`config.mk`:
```
export PLATFORM = sky130hd
export DESIGN_NAME = min_drain_scheduler
export DESIGN_NICKNAME = d
export VERILOG_FILES = /design/src/rtl/min_drain_pkg.sv /design/src/rtl/min_drain_scheduler_min_val.sv /design/src/rtl/min_drain_scheduler.sv
export SDC_FILE = /design/constraint.sdc
export NUM_CORES = 1
export LEC_CHECK = 0
export ABC_AREA = 1
export CAP_MARGIN = 40
export CORE_UTILIZATION = 38
export CTS_BUF_LIST = sky130_fd_sc_hd__clkbuf_8
export DETAILED_ROUTE_END_ITERATION = 10
export PLACE_DENSITY = 0.64
export SETUP_SLACK_MARGIN = 0.15
export SLEW_MARGIN = 20
export SYNTH_ARGS = -nofsm -noshare
export SYNTH_HDL_FRONTEND = slang
export SYNTH_SLANG_ARGS = --single-unit
```
`constraint.sdc`:
```
create_clock -name clk -period 6.8 [get_ports clk]
set_input_delay 1.36 -clock clk [delete_from_list [all_inputs] [get_ports clk]]
set_output_delay 1.36 -clock clk [all_outputs]
set_load 0.1 [all_outputs]
```
`src/rtl/min_drain_pkg.sv`:
```
// rtl/min_drain_pkg.sv - shared state enum, defaults and one-hot helper for min_drain_scheduler
package min_drain_pkg;

    localparam int DEF_DATA_WIDTH    = 8;
    localparam int DEF_CHANNEL_COUNT = 6;
    localparam int MAX_CHANNELS      = 32;

    typedef enum logic [1:0] {
        IDLE  = 2'd0,
        SCAN  = 2'd1,
        ISSUE = 2'd2,
        DONE  = 2'd3
    } state_t;

    // Isolates the lowest set bit, so ties resolve to the lowest channel index.
    function automatic logic [MAX_CHANNELS-1:0] lowest_set_onehot(
        input logic [MAX_CHANNELS-1:0] bits
    );
        return bits & (~bits + MAX_CHANNELS'(1));
    endfunction

endpackage

```
`src/rtl/min_drain_scheduler_min_val.sv`:
```
// rtl/min_drain_scheduler_min_val.sv - combinational minimum finder flagging every valid channel holding the minimum
module min_val_less_8x_with_index #(
    parameter int DATA_WIDTH    = 8,
    parameter int CHANNEL_COUNT = 6
) (
    input  logic [DATA_WIDTH*CHANNEL_COUNT-1:0] values,
    input  logic [CHANNEL_COUNT-1:0]            valids,
    output logic [DATA_WIDTH-1:0]               min_value,
    output logic [CHANNEL_COUNT-1:0]            output_valids
);

    logic found;

    always_comb begin
        min_value = '1;
        found     = 1'b0;
        for (int i = 0; i < CHANNEL_COUNT; i++) begin
            if (valids[i] && (!found || values[i*DATA_WIDTH +: DATA_WIDTH] < min_value)) begin
                min_value = values[i*DATA_WIDTH +: DATA_WIDTH];
                found     = 1'b1;
            end
        end
        output_valids = '0;
        for (int i = 0; i < CHANNEL_COUNT; i++) begin
            output_valids[i] = valids[i] && (values[i*DATA_WIDTH +: DATA_WIDTH] == min_value);
        end
    end

endmodule

```
`src/rtl/min_drain_scheduler.sv`:
```
// rtl/min_drain_scheduler.sv - drains a masked batch smallest-first over valid/ready; MIN_DRAIN_FLUSH_EN adds flush
module min_drain_scheduler
    import min_drain_pkg::*;
#(
    parameter int DATA_WIDTH    = DEF_DATA_WIDTH,
    parameter int CHANNEL_COUNT = DEF_CHANNEL_COUNT,
    parameter int COUNT_WIDTH   = $clog2(CHANNEL_COUNT + 1)
) (
    input  logic                                clk,
    input  logic                                reset,
    input  logic                                load_valid,
    output logic                                load_ready,
    input  logic [DATA_WIDTH*CHANNEL_COUNT-1:0] load_values,
    input  logic [CHANNEL_COUNT-1:0]            load_mask,
    output logic                                grant_valid,
    input  logic                                grant_ready,
    output logic [CHANNEL_COUNT-1:0]            grant_index,
    output logic [DATA_WIDTH-1:0]               grant_value,
    output logic [COUNT_WIDTH-1:0]              grant_count,
`ifdef MIN_DRAIN_FLUSH_EN
    input  logic                                flush,
`endif
    output logic                                done
);

    state_t                              state;
    logic [DATA_WIDTH*CHANNEL_COUNT-1:0] value_reg;
    logic [CHANNEL_COUNT-1:0]            pending;
    logic [DATA_WIDTH-1:0]               min_value;
    logic [CHANNEL_COUNT-1:0]            min_valids;
    logic [CHANNEL_COUNT-1:0]            pick;
    logic                                flush_req;

`ifdef MIN_DRAIN_FLUSH_EN
    assign flush_req = flush;
`else
    assign flush_req = 1'b0;
`endif

    min_val_less_8x_with_index #(
        .DATA_WIDTH    (DATA_WIDTH),
        .CHANNEL_COUNT (CHANNEL_COUNT)
    ) u_min_val (
        .values        (value_reg),
        .valids        (pending),
        .min_value     (min_value),
        .output_valids (min_valids)
    );

    assign pick = CHANNEL_COUNT'(lowest_set_onehot(MAX_CHANNELS'(min_valids)));

    always_ff @(posedge clk) begin
        if (reset) begin
            state       <= IDLE;
            load_ready  <= 1'b1;
            value_reg   <= '0;
            pending     <= '0;
            grant_valid <= 1'b0;
            grant_index <= '0;
            grant_value <= '0;
            grant_count <= '0;
            done        <= 1'b0;
        end else begin
            done <= 1'b0;
            case (state)
                IDLE: begin
                    if (load_valid) begin
                        value_reg   <= load_values;
                        pending     <= load_mask;
                        grant_count <= '0;
                        load_ready  <= 1'b0;
                        state       <= SCAN;
                    end
                end
                SCAN: begin
                    if (flush_req) begin
                        pending    <= '0;
                        load_ready <= 1'b1;
                        state      <= IDLE;
                    end else if (pending == '0) begin
                        done  <= 1'b1;
                        state <= DONE;
                    end else begin
                        grant_index <= pick;
                        grant_value <= min_value;
                        grant_valid <= 1'b1;
                        state       <= ISSUE;
                    end
                end
                ISSUE: begin
                    // Flush outranks a same-cycle handshake; that grant is dropped uncounted.
                    if (flush_req) begin
                        pending     <= '0;
                        grant_valid <= 1'b0;
                        load_ready  <= 1'b1;
                        state       <= IDLE;
                    end else if (grant_ready) begin
                        pending     <= pending & ~grant_index;
                        grant_count <= grant_count + COUNT_WIDTH'(1);
                        grant_valid <= 1'b0;
                        state       <= SCAN;
                    end
                end
                DONE: begin
                    load_ready <= 1'b1;
                    state      <= IDLE;
                end
                default: begin
                    load_ready <= 1'b1;
                    state      <= IDLE;
                end
            endcase
        end
    end

endmodule

```
==> metrics.txt <==
status=complete, but fails checks; failing checks=setup timing; crit-path max FO=7; RD Place Congestion=0.948; synthesized cell area=0.00515 sq mm; worst r2r dst=grant_index[3]; Post-Route WL=19300 um; worst-margin pin slew=0.752 ns; first-pass detailed-route iteration total=5; min Tclk post-route=7.09 ns; Fin Clk Skew=0.0200 ns; Synth area leader=dfxtp_1; VDD IR max=0.445 mV; die width=118 um; initial core utilization=38.9%; startpoint type of the worst setup path=register; dpl hpwl=13500 um; Core Footprint=0.0132 sq mm; Clock Tree Root=clkbuf_8; H-tree depth=3; critical path type=reg -> reg; remaining global-route overflow=0; Synth area leaders=dfxtp_1 30%, nand2_1 15%, o21ai_0 8.5%, ha_1 7.8%, nand3_1 7.7%; Worst Hold Path Cells=1; slowest library cell on the worst path=dfxtp_4; storage element area=0.00153 sq mm; max-cap violation count=0; max reg flops=48; Max-slew headroom=49.7%; Main synth FF type=dfxtp_1; DRT iter0 DRCs=463; Post-synth top cells=208 x nand2_1, 87 x nor2_1, 87 x o21ai_0; hold path start=grant_valid; most frequent cell on the critical path=nand2_4; setup slack at placement=-0.711 ns; Multi-input gate area=0.00408 sq mm; Crit. End Element=register; Setup Viol. Count Final=6; Die ar.=0.0140 sq mm; Min-Delay Endpoint=grant_valid; port buffer count=77; num rows=42; asr flop ratio synth=0%; Synth Register Bits=76; Hold WC Path Type=reg -> reg; layout cell share with drive strength beyond 1=30.3%; Final ANT Viol Nets=0; cts hold-fix bufs=0; Mapped Nets=908; Post-synth EDFFs=0; final worst-path cycle share=104%; count leader, synth=nand2_1; Synth Area per Inst=6.29 sq um; R2R Path Start=pending[0]; Fill cells=1189; vias per cell=5.24; worst hold margin=0.505 ns; TritonCTS clock tree=yes; Netlist cell types=33; Critical Path RT=7.05 ns; worst reg2reg setup slack=-0.29 ns; Max Fclk=141 MHz; Hold Vio Cnt, Final=0; Synth top area share=29.6%; Total GRT Usage=26.8%; Sink Count=76; Largest stage delay, worst path=0.39 ns; worst setup margin=-0.287 ns; nets@finish=1099; Syn-to-layout area delta=62.4%; ant diodes=0; # DRC=0; RSZ-0062 raised after global routing=true; IO Pins=78; Syn Inst Count=818; WP data arrival=7.33 ns; per-cell routed wire length=16.2 um; Ys Warns=0; FF-to-FF path depth=51; Clock Tree Buf Depth=2; clock latency on the worst-skew pair=0.39 ns; final slew viol count=0; P_leak=3.71 nW; CTS Buf Count=9; vias in the first global route=5674; Die Y=118 um; first-pass GRT wire length=29200 um; initial antenna violation count=0; clk slew on worst S/H paths=0.09 ns; Final Core Density=63.1%; P per Cell Area=511 mW/mm^2; Seq/Total Area, Yosys=29.6%; largest net degree at the start of global routing=65; routed via count=6226
## cell type report
type	instances	share of cell area, %
inverters	84	3.89
well taps	176	2.63
clock buffers	10	1.65
repair buffers	209	24.2
multi-input cells	629	48.7
clock inverters	4	0.614
flip-flops and latches	76	18.3
## report_power, final
group          switching [W]  total, W  internal (W)
sequential          0.000181  0.000745      0.000563
combinational        0.00180   0.00318       0.00137
clock               0.000178  0.000354      0.000175
total                0.00216   0.00427       0.00211
## routing by layer
metal | GRT usage [%] | up-vias | wire (um)
li1 | - | 3067 | -
met1 | 35.9 | 2851 | 8650
met2 | 43.1 | 251 | 8820
met3 | 4.97 | 57 | 1290
met4 | 8.94 | 0 | 537
met5 | 0 | - | 0
## cell families after synthesis
group           share of synthesized area, %
compound gates                          18.1
fa+ha+maj                               7.78
flops                                   29.6
buf+inv                                 9.07
xor+xnor                                1.53
simple gates                            34.0
## timing repair
action / CTS / global route
setup buffers: 5 / 12
pin swaps: 18 / 38
gates resized for setup: 77 / 87
gates cloned: 4 / 2
endpoints found under the setup margin: 14 / 14
hold endpoints to repair: 0 / 0
## placed cells by master (no fill, tap or decap), types with 3 or more instances in the layout
master / count
nand3_4: 9
buf_8: 20
o21ai_0: 69
a21oi_1: 56
ha_4: 15
nand2_2: 29
nand2_1: 173
o22ai_1: 3
dfxtp_1: 74
o21ai_2: 8
nor2_1: 72
or2_2: 5
o21ai_4: 9
nand2_4: 25
nor2_4: 6
o21bai_1: 4
clkbuf_8: 10
o211ai_1: 7
nand3_1: 62
inv_1: 72
buf_6: 16
a211oi_2: 4
clkdlybuf4s50_1: 77
xor2_1: 6
nand3_2: 10
a21oi_2: 7
nor2_2: 10
ha_1: 16
buf_4: 92
inv_2: 10
o21a_1: 4
nand2_8: 7
## how the worst max path moves through the flow
stage                     startpoint              to
after floorplan           pending[0]  grant_index[3]
after global placement    pending[0]  grant_index[3]
after detailed placement  pending[0]  grant_index[3]
after CTS                 pending[0]  grant_index[3]
after global routing      pending[0]  grant_index[3]
final                     pending[0]  grant_index[3]
## worst max-delay path, delay by kind of cell (launching register included)
kind                       cells  cell delay [ns]
and+or+nand+nor               27             2.67
DFF                            1             0.39
buffers and inverters          4             0.46
AOI/OAI and AO/OA             14             2.12
adders and majority gates      5             1.14
xor gates and xnor gates       1             0.14
## through the flow
step | std cells | instance area, sq um | TNS, ns | total power, W
after floorplan | 818 | 5360 | 0 | 0.00218
after global placement | 1130 | 6870 | -3.83 | 0.00307
after detailed placement | 1150 | 7180 | -5.46 | 0.00320
after CTS | 1173 | 7790 | -0.398 | 0.00383
after global routing | 1188 | 8360 | -5.45 | 0.00455
final | 1188 | 8360 | -1.44 | 0.00427
(Power assumes the default switching activity.)
